$ cat src/rtl/decode_pkg.sv
`timescale 1ns/1ps
// decode_pkg
// Shared constants for the decode / operand-fetch stage:
//   - data, opcode, register-address and instruction widths
//   - bit positions of each instruction field
//   - decoded-instruction struct and the source-operand resolution helper
package decode_pkg;

    localparam int DATA_W   = 8;
    localparam int OP_W     = 5;
    localparam int REG_AW   = 3;
    localparam int INSTR_W  = 24;
    localparam int NUM_REGS = 1 << REG_AW;

    localparam int OP_HI      = 23;
    localparam int OP_LO      = 19;
    localparam int RD_HI      = 18;
    localparam int RD_LO      = 16;
    localparam int RS_HI      = 15;
    localparam int RS_LO      = 13;
    localparam int IMM_EN_BIT = 12;
    localparam int RT_HI      = 11;
    localparam int RT_LO      = 9;
    localparam int WE_BIT     = 8;
    localparam int IMM_HI     = 7;
    localparam int IMM_LO     = 0;

    typedef struct packed {
        logic [OP_W-1:0]   op;
        logic [REG_AW-1:0] rd;
        logic [REG_AW-1:0] rs;
        logic              imm_en;
        logic [REG_AW-1:0] rt;
        logic              we;
        logic [DATA_W-1:0] imm8;
    } instr_fields_t;

    function automatic instr_fields_t split_instr(input logic [INSTR_W-1:0] word);
        instr_fields_t f;
        f.op     = word[OP_HI:OP_LO];
        f.rd     = word[RD_HI:RD_LO];
        f.rs     = word[RS_HI:RS_LO];
        f.imm_en = word[IMM_EN_BIT];
        f.rt     = word[RT_HI:RT_LO];
        f.we     = word[WE_BIT];
        f.imm8   = word[IMM_HI:IMM_LO];
        return f;
    endfunction

    // Priority: r0 is always zero, then the result still sitting in EX,
    // then the value being written back this cycle, then the register file.
    function automatic logic [DATA_W-1:0] resolve_src(
        input logic [REG_AW-1:0] src,
        input logic              ex_valid,
        input logic              ex_wr,
        input logic [REG_AW-1:0] ex_rd,
        input logic [DATA_W-1:0] ex_val,
        input logic              wb_en,
        input logic [REG_AW-1:0] wb_addr,
        input logic [DATA_W-1:0] wb_data,
        input logic [DATA_W-1:0] rf_val
    );
        if (src == '0)
            return '0;
        else if (ex_valid && ex_wr && (ex_rd == src))
            return ex_val;
        else if (wb_en && (wb_addr == src))
            return wb_data;
        else
            return rf_val;
    endfunction

endpackage

$ cat src/rtl/reg_file_8x8.sv
`timescale 1ns/1ps
// reg_file_8x8
// Eight 8-bit registers, r0 hardwired to zero.
// Ports:
//   clk, reset (async, active-low clear of every register)
//   rd_addr_a / rd_data_a : asynchronous read port A
//   rd_addr_b / rd_data_b : asynchronous read port B
//   wr_en, wr_addr, wr_data : synchronous write port (writes to r0 dropped)
module reg_file_8x8
    import decode_pkg::*;
(
    input  logic              clk,
    input  logic              reset,
    input  logic [REG_AW-1:0] rd_addr_a,
    output logic [DATA_W-1:0] rd_data_a,
    input  logic [REG_AW-1:0] rd_addr_b,
    output logic [DATA_W-1:0] rd_data_b,
    input  logic              wr_en,
    input  logic [REG_AW-1:0] wr_addr,
    input  logic [DATA_W-1:0] wr_data
);

    logic [DATA_W-1:0] regs [NUM_REGS];

    // r0 storage is cleared by reset and never written, so it stays zero;
    // the read muxes also force zero so r0 cannot depend on that cell.
    always_ff @(posedge clk or negedge reset) begin
        if (!reset) begin
            for (int i = 0; i < NUM_REGS; i++)
                regs[i] <= '0;
        end else if (wr_en && (wr_addr != '0)) begin
            regs[wr_addr] <= wr_data;
        end
    end

    assign rd_data_a = (rd_addr_a == '0) ? '0 : regs[rd_addr_a];
    assign rd_data_b = (rd_addr_b == '0) ? '0 : regs[rd_addr_b];

endmodule

$ cat src/rtl/decode_block.sv
`timescale 1ns/1ps
// decode_block
// Instruction decode / operand fetch stage feeding ExecutionBlock.
// Ports:
//   clk, reset (async, active-low)
//   instr_valid, instr        : incoming 24-bit instruction
//   instr_ready               : stage accepts an instruction (= !stall)
//   stall                     : downstream hold request
//   wb_en, wb_addr, wb_data   : writeback port into the register file
//   ans_ex                    : current EX result, used for forwarding
//   A, B, data_in, op_dec     : registered operands/opcode to EX
//   rd_ex, wr_ex, valid_ex    : destination info of the instruction in EX
module decode_block
    import decode_pkg::*;
(
    input  logic               clk,
    input  logic               reset,
    input  logic               instr_valid,
    input  logic [INSTR_W-1:0] instr,
    output logic               instr_ready,
    input  logic               stall,
    input  logic               wb_en,
    input  logic [REG_AW-1:0]  wb_addr,
    input  logic [DATA_W-1:0]  wb_data,
    input  logic [DATA_W-1:0]  ans_ex,
    output logic [DATA_W-1:0]  A,
    output logic [DATA_W-1:0]  B,
    output logic [DATA_W-1:0]  data_in,
    output logic [OP_W-1:0]    op_dec,
    output logic [REG_AW-1:0]  rd_ex,
    output logic               wr_ex,
    output logic               valid_ex
);

    instr_fields_t     fields;
    logic [DATA_W-1:0] rf_rs;
    logic [DATA_W-1:0] rf_rt;
    logic [DATA_W-1:0] val_rs;
    logic [DATA_W-1:0] val_rt;

    assign fields      = split_instr(instr);
    assign instr_ready = !stall;

    reg_file_8x8 u_reg_file (
        .clk       (clk),
        .reset     (reset),
        .rd_addr_a (fields.rs),
        .rd_data_a (rf_rs),
        .rd_addr_b (fields.rt),
        .rd_data_b (rf_rt),
        .wr_en     (wb_en),
        .wr_addr   (wb_addr),
        .wr_data   (wb_data)
    );

    // Forwarding compares against the EX register as it stands before the
    // edge, so a dependent instruction directly behind a writer needs no stall.
    always_comb begin
        val_rs = resolve_src(fields.rs, valid_ex, wr_ex, rd_ex, ans_ex,
                             wb_en, wb_addr, wb_data, rf_rs);
        val_rt = resolve_src(fields.rt, valid_ex, wr_ex, rd_ex, ans_ex,
                             wb_en, wb_addr, wb_data, rf_rt);
    end

    // EX pipeline register. A bubble only clears the valid/write flags;
    // the operand fields keep their old values since EX ignores them.
    always_ff @(posedge clk or negedge reset) begin
        if (!reset) begin
            A        <= '0;
            B        <= '0;
            data_in  <= '0;
            op_dec   <= '0;
            rd_ex    <= '0;
            wr_ex    <= 1'b0;
            valid_ex <= 1'b0;
        end else if (!stall) begin
            if (instr_valid) begin
                A        <= val_rs;
                B        <= fields.imm_en ? fields.imm8 : val_rt;
                data_in  <= val_rt;
                op_dec   <= fields.op;
                rd_ex    <= fields.rd;
                wr_ex    <= fields.we && (fields.rd != '0);
                valid_ex <= 1'b1;
            end else begin
                wr_ex    <= 1'b0;
                valid_ex <= 1'b0;
            end
        end
    end

endmodule

$ cat config.mk
export PLATFORM = sky130hd
export DESIGN_NAME = decode_block
export DESIGN_NICKNAME = d
export VERILOG_FILES = /design/src/rtl/decode_pkg.sv /design/src/rtl/reg_file_8x8.sv /design/src/rtl/decode_block.sv
export SDC_FILE = /design/constraint.sdc
export NUM_CORES = 1
export LEC_CHECK = 0
export ABC_AREA = 1
export BUFFER_PORTS_ARGS = -buffer_cell sky130_fd_sc_hd__buf_2
export CAP_MARGIN = 20
export CORE_ASPECT_RATIO = 0.5
export CORE_MARGIN = 10
export CORE_UTILIZATION = 30
export CTS_BUF_LIST = sky130_fd_sc_hd__clkbuf_8
export CTS_CLUSTER_SIZE = 16
export DETAILED_ROUTE_END_ITERATION = 10
export GPL_ROUTABILITY_DRIVEN = 0
export SLEW_MARGIN = 20
export SYNTH_ARGS = -nofsm -noshare
export SYNTH_HDL_FRONTEND = slang
export SYNTH_SLANG_ARGS = --single-unit
$ cat constraint.sdc
create_clock -name clk -period 3.9 [get_ports clk]
set_input_delay 0.585 -clock clk [delete_from_list [all_inputs] [get_ports clk]]
set_output_delay 0.585 -clock clk [all_outputs]
set_load 0.05 [all_outputs]
; ---- Word-level counts from Yosys, hierarchy flattened
; Index checks and enable logic that the tools add are counted.
[op_classes]
n_lt_le_gt_ge = 4
n_eq_ne = 4
mux = 18
bitwise_logic = 4
reduce_logical = 14
[op_table]
columns = operator, count
row1 = $mux W8, 12
row2 = $bwmux W64, 1
row3 = $bmux W8 S3, 2
row4 = $demux W8 S3, 1
row5 = $eq A3 B3 Y1, 4
row6 = $ge A4 B4 Y1 const B, 3
row7 = $not A3 Y4, 3
row8 = $logic_and A1 B1 Y1, 8
row9 = $logic_not A3 Y1, 2
row10 = $reduce_bool A3 Y1, 2
row11 = $lt A4 B1 Y1 const B, 1
row12 = $mux W1, 2
row13 = $reduce_and A2 Y1, 1
row14 = $logic_not A1 Y1, 1
row15 = $not A1 Y1, 1
[word_totals]
register_bits = 98
input_bits = 48
wordCells = 59

; ---- Longest topological paths before layout
; Gate-level depths: netlist of the first run.
[depth]
depth_word = 8
mapped_depth = 13
depth_no_buf = 12

; ---- Modules after synthesis
; From an unflattened synthesis of the first run, not the netlist that was laid out.
[unflattened]
cells_unflattened = 892
area_unflattened_um2 = 5984.5
[modules_own_cells]
columns = module, instances, cells_each, area_per_inst_um2, seq_area_each_um2
row1 = reg_file_8x8, 1, 582, 3851.2, 1601.5
row2 = decode_block, 1, 310, 2133.3, 850.8

; ---- Worst setup path after synthesis of the first run
; OpenSTA, ideal clock, no wires.
[synth_timing]
path_type = input-to-reg
start = input stall
end = register A[0]
arrival_time_ns = 1.717
setup_slack_ns = 2.117
cell_stages = 7
path_buffers = 0
path_cell_list = inv_1 -> nand2_1 -> a31oi_2 -> o21ai_0 -> inv_1 -> nand2_1 -> nand2_1
[synth_between]
elab_chain_len = 2
[synth_lines]
columns = element, line
row1 = "start, declared", decode_block.sv:21  ; input logic stall,
row2 = $not A1 Y1 (no source line), --
row3 = $reduce_and A2 Y1 (no source line), --
row4 = "end signal, assigned", decode_block.sv:78  ; A <= val_rs;
row5 = "end, declared", decode_block.sv:26  ; output logic [DATA_W-1:0] A,
; No other way between the ends.
; A chain may end at the register's enable or synchronous reset.

; ---- Worst setup path in the final report of the first run
[layout_timing]
start = input instr[13]
end = register A[1]
[layout_between]
elab_chain_len = 7
word_cells_on_any_way = 12
classes_between = eq/ne (2) / mux (6) / bitwise (1) / reduce/logical (3)
[layout_lines]
columns = element, line
row1 = "start, declared", decode_block.sv:19  ; input logic [INSTR_W-1:0] instr,
row2 = $not A3 Y4 (implied by the code), reg_file_8x8.sv:36  ; assign rd_data_a = (rd_addr_a == '0) ? '0 : regs[rd_addr_a];
row3 = $bmux W8 S3, reg_file_8x8.sv:36
row4 = $mux W8 (implied by the code) (2 in a row), reg_file_8x8.sv:36
row5 = $mux W8, decode_pkg.sv:67  ; else if (wb_en && (wb_addr == src))
row6 = $mux W8, decode_pkg.sv:65  ; else if (ex_valid && ex_wr && (ex_rd == src))
row7 = $mux W8 *, decode_pkg.sv:63  ; if (src == '0)
; Mark *: on every way between the ends. The rest lies on a longest branch, timed or not. The select of a mux whose other input is x is not followed.

==> metrics.log, run 1 <==
INFO  metric result_of_the_run = completed
INFO  metric netlist_top_cells_area = sky130_fd_sc_hd__dfrtp_1 (43%), sky130_fd_sc_hd__nand2_1 (21%), sky130_fd_sc_hd__nand3_1 (8.2%)
INFO  metric cpMostUsedCell = sky130_fd_sc_hd__nand2_1
INFO  metric max-slew-margin-rel = 0.3134
INFO  metric final_period_minus_worst_setup_slack = between 2000 and 2500 ps
INFO  metric place.port_buffers = 82
INFO  metric cts.reportedPaths.clkPinSlew = about 90 ps
INFO  metric setup_viol = 0
INFO  metric finalHoldViolCount = 0
INFO  metric pd_cells = ~440 nW/µm²
INFO  metric cp.required = between 4000 and 5000 ps
INFO  metric leakagePower = about 3.3 nW
INFO  metric yosys_warnings = 0
INFO  metric clock-sinks = 98
INFO  metric crit_slowest_cell = sky130_fd_sc_hd__buf_2
INFO  metric fraction_of_power_spent_switching_nets = 0.3915
INFO  metric worstSetupEndpointType = register
INFO  metric drv_cap = 0
INFO  metric max_clock_freq = roughly 440 MHz
INFO  metric core_area = ~18,000 µm²
INFO  metric initial_utilization = 0.3066
INFO  metric antenna_found_initial = 0
INFO  metric synth.most_common_cell = sky130_fd_sc_hd__nand2_1
INFO  metric max_slew.worst_pin.slew = a little over 1000 ps
INFO  metric postSynthNetCount = 843
INFO  metric layout_worst_path_cycle_share = 0.5864
INFO  metric clock-root-buffer = sky130_fd_sc_hd__clkbuf_8
INFO  metric rr_worst_depth = 9
INFO  metric multi_input_comb_area = 2725 µm²
INFO  metric synthesis.area = 5653 µm²
INFO  metric net-switching-power = 1.105 mW
INFO  metric grt_start_max_net_pins = 99
INFO  metric fraction_of_synthesized_cell_area_taken_by_the_top_area_cell_type = 0.4338
INFO  metric detailedRoute.firstIterationViolations = 589
INFO  metric synth_enable_flop_cells = 0
INFO  metric h-tree-depth = 3
INFO  metric clkPwrFrac = 0.238
INFO  metric postCtsSetupRepairBufs = 0
INFO  metric design.portCount = 83
INFO  metric post_cts_resized = 0
INFO  metric min_path_type = in2async
INFO  metric tritonroute_pass_1_iters = 6
INFO  metric grt_first_pass_wirelength = approximately 28 mm
INFO  metric final_nets = just under 900
INFO  metric crit_type = in2reg
INFO  metric vertical_extent_of_the_die = roughly 120 µm
INFO  metric ff_latch_area = 2452 µm²
INFO  metric die_width = ~210 µm
INFO  metric synthesis.area_per_instance = approximately 7.1 µm²
INFO  metric ys_top_cells_by_count = sky130_fd_sc_hd__nand2_1 (321), sky130_fd_sc_hd__dfrtp_1 (98), sky130_fd_sc_hd__nand3_1 (93), sky130_fd_sc_hd__o21ai_0 (67), sky130_fd_sc_hd__inv_1 (50)
INFO  metric detail_route.wl_per_cell = 16.32 µm
INFO  metric filler_cell_count = about 2,000
INFO  metric syn-instance-count = 795
INFO  metric rr_startpoint = valid_ex
INFO  metric vdd.ir_drop.worst = roughly 0.19 mV
INFO  metric path_cells = buf_2 > inv_4 > a21oi_1 > nand3_2 > o21ai_0 > inv_1 > nand2_1 > nand2_1
INFO  metric drive_above_1_share = 0.1686
INFO  metric yosys.cell_types.count = 33
INFO  metric yosys_register_bits = just under 100
INFO  metric most_instantiated_flip_flop_cell_in_the_synthesis_netlist = sky130_fd_sc_hd__dfrtp_1
INFO  metric overflow = 0
INFO  metric antennaDiodeCount = 0
INFO  metric regToRegSetupSlack = ~2200 ps
INFO  metric count_of_nets_left_with_antenna_violations_after_detail_routing = 0
INFO  metric synth-seq-area-share = 0.4338
INFO  metric grt_setup_unrepaired = no
INFO  metric cell_internal_pwr = 1.717 mW
INFO  metric numPlacedInstances = approximately 1,100
INFO  metric layout.core_utilization = 0.3452
INFO  metric layoutNonFillerInstCount = ~1,100
INFO  metric dpl-instance-area = between 6000 and 7000 µm²
INFO  metric slew_violations = 0
INFO  metric tritoncts = built
INFO  metric post_drt_via_cell_ratio = roughly 4.8
INFO  metric finalClockSkew = 9.245 ps
INFO  metric placement_rows = 35
INFO  metric combPwrFrac = 0.296
INFO  metric die_area = between 20,000 and 30,000 µm²
INFO  metric p_total = 2.822 mW
INFO  metric tritoncts.num_buffers = 9
INFO  metric global_route.usage.total = 0.1405
INFO  metric areaGrowthSynthToFinish = 12.59%
INFO  metric layout.cell_area.non_filler = ~6400 µm²
INFO  metric cts-root-to-sink-buffers = 2
INFO  metric portion_of_total_power_attributed_to_sequential_cells = 0.465
INFO  metric detail_route.drc_violations = 0
INFO  metric dpl.hpwl = between 10 and 15 mm
INFO  metric crit_path_max_incr_delay = between 500 and 600 ps
INFO  metric cts_hold_repair.buffers = 0
INFO  metric first_global_vias = around 5,000
INFO  metric routed_wl = 18.06 mm
INFO  metric critical_path.startpoint_type = primary input
INFO  metric synth_top_area_cell = sky130_fd_sc_hd__dfrtp_1
INFO  metric critPathMaxFanout = 35
INFO  metric setup_total_negative_slack = 0 ps
INFO  metric synth_async_sr_flop_share = 1.000
INFO  metric detailroute.via_count = between 5,000 and 6,000
INFO  metric insertion_delay_of_the_later_clocked_pin_in_the_worst_skew_pair = 380 ps
INFO  metric crit-reg2reg-capture = A[1]
INFO  metric cp_data_arrival_time = ~2600 ps
-- worst max-delay path, delay by kind of cell --
family / cells / cell delay, ps
AND/OR/NAND/NOR: 3 / 480
AO/OA/AOI/OAI: 2 / 580
buffers and inverters: 3 / 900
-- state kept, by name, summed over array words and instances (netlist names) --
signal,count
op_dec,5
rd_ex,3
A,8
u_reg_file.regs,64
wr_ex,1
valid_ex,1
B,8
data_in,8
-- placed cells by master, fill, tap and decap left out, types with 2 or more instances in the layout --
cell	count
sky130_fd_sc_hd__a21oi_1	7
sky130_fd_sc_hd__buf_2	81
sky130_fd_sc_hd__buf_4	2
sky130_fd_sc_hd__clkbuf_8	9
sky130_fd_sc_hd__clkinv_2	3
sky130_fd_sc_hd__clkinv_4	2
sky130_fd_sc_hd__dfrtp_1	98
sky130_fd_sc_hd__inv_1	50
sky130_fd_sc_hd__inv_2	6
sky130_fd_sc_hd__inv_4	3
sky130_fd_sc_hd__mux2_2	6
sky130_fd_sc_hd__nand2_1	320
sky130_fd_sc_hd__nand2_2	5
sky130_fd_sc_hd__nand2_4	2
sky130_fd_sc_hd__nand3_1	93
sky130_fd_sc_hd__nand3_2	9
sky130_fd_sc_hd__nand3b_1	7
sky130_fd_sc_hd__nor2_1	35
sky130_fd_sc_hd__nor2_4	3
sky130_fd_sc_hd__nor3_1	7
sky130_fd_sc_hd__o211ai_1	2
sky130_fd_sc_hd__o211ai_2	3
sky130_fd_sc_hd__o21ai_0	67
sky130_fd_sc_hd__o21ai_1	15
sky130_fd_sc_hd__xnor2_1	2
-- metrics by stage --
| stage | worst slack, ps | hold slack (ps) |
|---|---|---|
| CTS | 1678 | 284.8 |
| detailed placement | 1286 | 396.4 |
| global placement | 1294 | 387.1 |
| global route | 1440 | 305.7 |
| finish | 1613 | 190.5 |
| floorplan | 2117 | 289.4 |
-- final cells by class --
type	count	area share
clock buffers	9	0.01946
clock inverters	7	0.01101
inverters	59	0.03597
multi-input cells	591	0.4281
flip-flops and latches	98	0.3853
well taps	259	0.05091
repair buffers	84	0.06920
-- worst max-delay path by stage --
| stage | depth (start not counted) | end | from |
|---|---|---|---|
| after global routing | 11 | A[6] | instr[13] |
| after CTS | 8 | A[1] | instr[13] |
| after floorplan | 7 | A[0] | stall |
| final | 8 | A[1] | instr[13] |
| after global placement | 8 | A[1] | instr[13] |
| after detailed placement | 8 | A[1] | instr[13] |
-- per-layer routing --
layer	wire, µm	global-route usage	share of wire	vias up
li1	-	-	-	2623
met1	8501	0.1888	0.47	2502
met2	7970	0.2223	0.44	206
met3	1314	0.03232	0.073	21
met4	274	0.04223	0.015	0
met5	0	0	0	-
-- power by group through the flow --
stage                     logic, mW  clock network, mW  registers [mW]
after floorplan               0.408                  0            1.49
after global placement        0.824                  0            1.33
after detailed placement      0.833                  0            1.33
after CTS                     0.835              0.688            1.31
after global routing          0.924              0.727            1.34
final                         0.836              0.672            1.31
-- cell families after synthesis --
| kind of cell | after synthesis | share of synthesized area |
|---|---|---|
| buf+inv | 106 | 0.08455 |
| simple gates | 485 | 0.3721 |
| compound gates | 98 | 0.09451 |
| xor+xnor | 2 | 0.003099 |
| mux | 6 | 0.01195 |
| flops | 98 | 0.4338 |
No activity file was read; power rests on OpenSTA's default activity.
==> run 2: changes to the inputs <==
--- a/config.mk
+++ b/config.mk
@@ -5,7 +5,7 @@
 export SDC_FILE = /design/constraint.sdc
 export NUM_CORES = 1
 export LEC_CHECK = 0
-export ABC_AREA = 1
+export ABC_AREA = 0
 export BUFFER_PORTS_ARGS = -buffer_cell sky130_fd_sc_hd__buf_2
 export CAP_MARGIN = 20
 export CORE_ASPECT_RATIO = 0.5
==> constraint.sdc (replaced) <==
create_clock -name clk -period 2.08 [get_ports clk]
set_input_delay 0.312 -clock clk [delete_from_list [all_inputs] [get_ports clk]]
set_output_delay 0.312 -clock clk [all_outputs]
set_load 0.05 [all_outputs]
==> run 2 against run 1 <==
  * Clock power is 110% higher
  * First-iteration DRC count shrank 48%
  * Die area about the same
  * Critical endpoint is now B[7]
  * Routed wire length decreased by 4.0%
  * Synthesized cell count is 40% lower
  * Sequential power increased by 92%
  * Sequential share of layout area down 1.5 points
  * Hold slack worse by 59 ps
  * Largest cell class unchanged
  * Critical path depth shrank 4
  * Combinational power up 120%
  * Via count is 19% lower
  * Largest power group unchanged
  * Worst setup slack lost 1400 ps
==> metrics.log, run 2 <==
INFO  metric finalClockSkew = between 7 and 8 ps
INFO  metric clkPwrFrac = 0.244
INFO  metric cell_internal_pwr = approximately 3.7 mW
INFO  metric grt_setup_unrepaired = no
INFO  metric setup_total_negative_slack = 0 ps
INFO  metric core_area = 18,440 µm²
INFO  metric synthesis.area = between 5000 and 6000 µm²
INFO  metric most_common_cell_after_layout_fill_and_taps_aside = sky130_fd_sc_hd__dfrtp_1
INFO  metric dpl.hpwl = 12.77 mm
INFO  metric layout_common_cells = sky130_fd_sc_hd__dfrtp_1 (98), sky130_fd_sc_hd__buf_2 (81), sky130_fd_sc_hd__mux2_2 (64), sky130_fd_sc_hd__buf_4 (33), sky130_fd_sc_hd__nand2_1 (29)
INFO  metric most_instantiated_flip_flop_cell_in_the_synthesis_netlist = sky130_fd_sc_hd__dfrtp_1
INFO  metric synth_top_area_cell = sky130_fd_sc_hd__dfrtp_1
INFO  metric antennaDiodeCount = 0
INFO  metric synth_enable_flop_cells = 0
INFO  metric largest_reg_flops = 64
INFO  metric post_drt_via_cell_ratio = 5.324
INFO  metric overflow = 0
INFO  metric p_total = around 5.8 mW
INFO  metric postSynthNetCount = 522
INFO  metric crit_type = reg2reg
INFO  metric detail_route.wl_per_cell = between 20 and 25 µm
INFO  metric die_area = between 20,000 and 30,000 µm²
INFO  metric fraction_of_synthesized_cell_area_taken_by_the_top_area_cell_type = 0.4339
INFO  metric multi_input_comb_area = 2889 µm²
INFO  metric drv_cap = 0
INFO  metric placement_rows = 35
INFO  metric net-switching-power = just over 2 mW
INFO  metric clock-sinks = roughly 100
INFO  metric grt_first_pass_wirelength = roughly 27 mm
INFO  metric final_period_minus_worst_setup_slack = between 1500 and 2000 ps
INFO  metric setup_viol = 0
INFO  metric antenna_found_initial = 1
INFO  metric synth_async_sr_flop_share = 1.000
INFO  metric ff_latch_area = between 2000 and 2500 µm²
INFO  metric first_global_vias = approximately 4,400
INFO  metric pd_cells = 873.3 nW/µm²
INFO  metric tritoncts = built
INFO  metric yosys_register_bits = between 90 and 100
INFO  metric tritoncts.num_buffers = 9
INFO  metric final_nets = roughly 600
INFO  metric detailedRoute.firstIterationViolations = ~310
INFO  metric design.portCount = 83
INFO  metric worst_hold_path_startpoint = instr[21]
INFO  metric slew_violations = 0
INFO  metric cp.required = around 2300 ps
INFO  metric portion_of_total_power_attributed_to_sequential_cells = 0.435
INFO  metric count_of_nets_left_with_antenna_violations_after_detail_routing = 0
INFO  metric cp_data_arrival_time = ~2100 ps
INFO  metric initial_utilization = 0.3065
INFO  metric ys_top_cells_by_count = sky130_fd_sc_hd__dfrtp_1 (98), sky130_fd_sc_hd__mux2_2 (64), sky130_fd_sc_hd__nand2_1 (29), sky130_fd_sc_hd__nor3_1 (25)
INFO  metric whs_endpoint = op_dec[2]
INFO  metric insertion_delay_of_the_later_clocked_pin_in_the_worst_skew_pair = 370 ps
INFO  metric vdd.ir_drop.worst = 0.3135 mV
INFO  metric crit-reg2reg-capture = B[7]
INFO  metric tritonroute_pass_1_iters = 5
INFO  metric drive_above_1_share = 0.4108
INFO  metric timing.hold.ws = between 100 and 150 ps
INFO  metric max_slew.worst_pin.slew = 735.1 ps
INFO  metric max_clock_freq = between 500 and 600 MHz
INFO  metric layout_worst_path_cycle_share = 0.9038
INFO  metric areaGrowthSynthToFinish = 17.07%
INFO  metric syn-instance-count = 474
INFO  metric critPathMaxFanout = 8
INFO  metric synthesis.area_per_instance = ~12 µm²
INFO  metric worstSetupEndpointType = register
INFO  metric min_path_type = in2reg
INFO  metric synth.most_common_cell = sky130_fd_sc_hd__dfrtp_1
INFO  metric holdPathStages = 3
INFO  metric finalHoldViolCount = 0
INFO  metric h-tree-depth = 3
INFO  metric cts-root-to-sink-buffers = 2
INFO  metric rr_startpoint = rd_ex[0]
INFO  metric yosys_warnings = 0
INFO  metric fraction_of_power_spent_switching_nets = 0.3552
INFO  metric leakagePower = ~2.9 nW
INFO  metric yosys.cell_types.count = 42
INFO  metric detail_route.drc_violations = 0
INFO  metric max_flop_register = u_reg_file.regs
INFO  metric vertical_extent_of_the_die = 117.1 µm
INFO  metric synth-seq-area-share = 0.4339
INFO  metric cts.reportedPaths.clkPinSlew = roughly 90 ps
INFO  metric combPwrFrac = 0.321
INFO  metric detailroute.via_count = 4,334
INFO  metric routed_wl = roughly 17 mm
INFO  metric max-slew-margin-rel = 0.5094
INFO  metric grt_start_max_net_pins = 38
INFO  metric global_route.usage.total = 0.1368
INFO  metric critical_path.startpoint_type = register
INFO  metric filler_cell_count = roughly 1,800
INFO  metric clock-root-buffer = sky130_fd_sc_hd__clkbuf_8
INFO  metric regToRegSetupSlack = about 200 ps
INFO  metric die_width = between 200 and 250 µm
INFO  metric rr_worst_depth = 4
INFO  metric layout.core_utilization = 0.3589
INFO  metric result_of_the_run = completed
INFO  metric place.port_buffers = a little over 80
INFO  metric netlist_top_cells_area = sky130_fd_sc_hd__dfrtp_1 (43%), sky130_fd_sc_hd__mux2_2 (13%), sky130_fd_sc_hd__mux4_2 (9.6%)
[run 2: critical path, cell delays in order (launching register included)]
cell and delay [ps]:
sky130_fd_sc_hd__dfrtp_1 400, sky130_fd_sc_hd__xnor2_1 370, sky130_fd_sc_hd__a41oi_2 340, sky130_fd_sc_hd__a2111oi_0 530, sky130_fd_sc_hd__a211oi_1 110
[run 2: final cells by class]
cell class,count,share of cell area
repair buffers,118,0.1093
flip-flops and latches,98,0.3706
multi-input cells,322,0.4366
inverters,1,0.0005673
clock buffers,10,0.02080
well taps,259,0.04898
clock inverters,6,0.01305
[run 2: per-layer routing]
layer | up-vias | global-route usage | share of wire
met3 | 16 | 0.01950 | 0.048
met2 | 144 | 0.2162 | 0.46
met4 | 2 | 0.03285 | 0.011
met5 | - | 0 | 0.00040
li1 | 1956 | - | -
met1 | 2216 | 0.1944 | 0.48
[run 2: worst max-delay path by stage]
stage / from / depth (start not counted) / to
floorplan: rd_ex[1] / 6 / data_in[6]
global placement: instr[14] / 6 / A[2]
finish: rd_ex[0] / 4 / B[7]
global route: rd_ex[0] / 4 / B[7]
CTS: rd_ex[1] / 4 / B[2]
detailed placement: instr[14] / 5 / A[5]
[run 2: what timing repair did]
action	4_1_cts	5_1_grt
buffers inserted	0	0
hold endpoints to repair	34	0
setup endpoints to repair	0	5
gates resized for setup	0	1
hold buffers	1	0
[run 2: per-stage QoR]
stage          instances  setup WS (ps)  area (µm²)
2_1_floorplan        474          224.6        5652
3_3_place_gp         797         -44.24        6375
3_5_place_dp         797         -31.04        6375
4_1_cts              814          93.80        6609
5_1_grt              814          26.60        6616
6_report             814          200.1        6616
[run 2: cell families (layout without fill, tap and decap cells)]
kind of cell	Yosys count	after routing	share of synthesized area
and+or+nand+nor	145	145	0.1528
muxes	112	112	0.2657
DFF	98	98	0.4339
buffers and inverters	54	135	0.05623
AOI/OAI and AO/OA	53	53	0.07284
xor gates and xnor gates	12	12	0.01860
[run 2: power by group through the flow]
| stage | sequential, mW | clock (mW) | combinational (mW) |
|---|---|---|---|
| final | 2.51 | 1.41 | 1.86 |
| after global placement | 2.53 | 0 | 1.82 |
| after floorplan | 2.87 | 0 | 0.942 |
| after global routing | 2.56 | 1.53 | 1.98 |
| after detailed placement | 2.55 | 0 | 1.85 |
| after CTS | 2.51 | 1.44 | 1.86 |
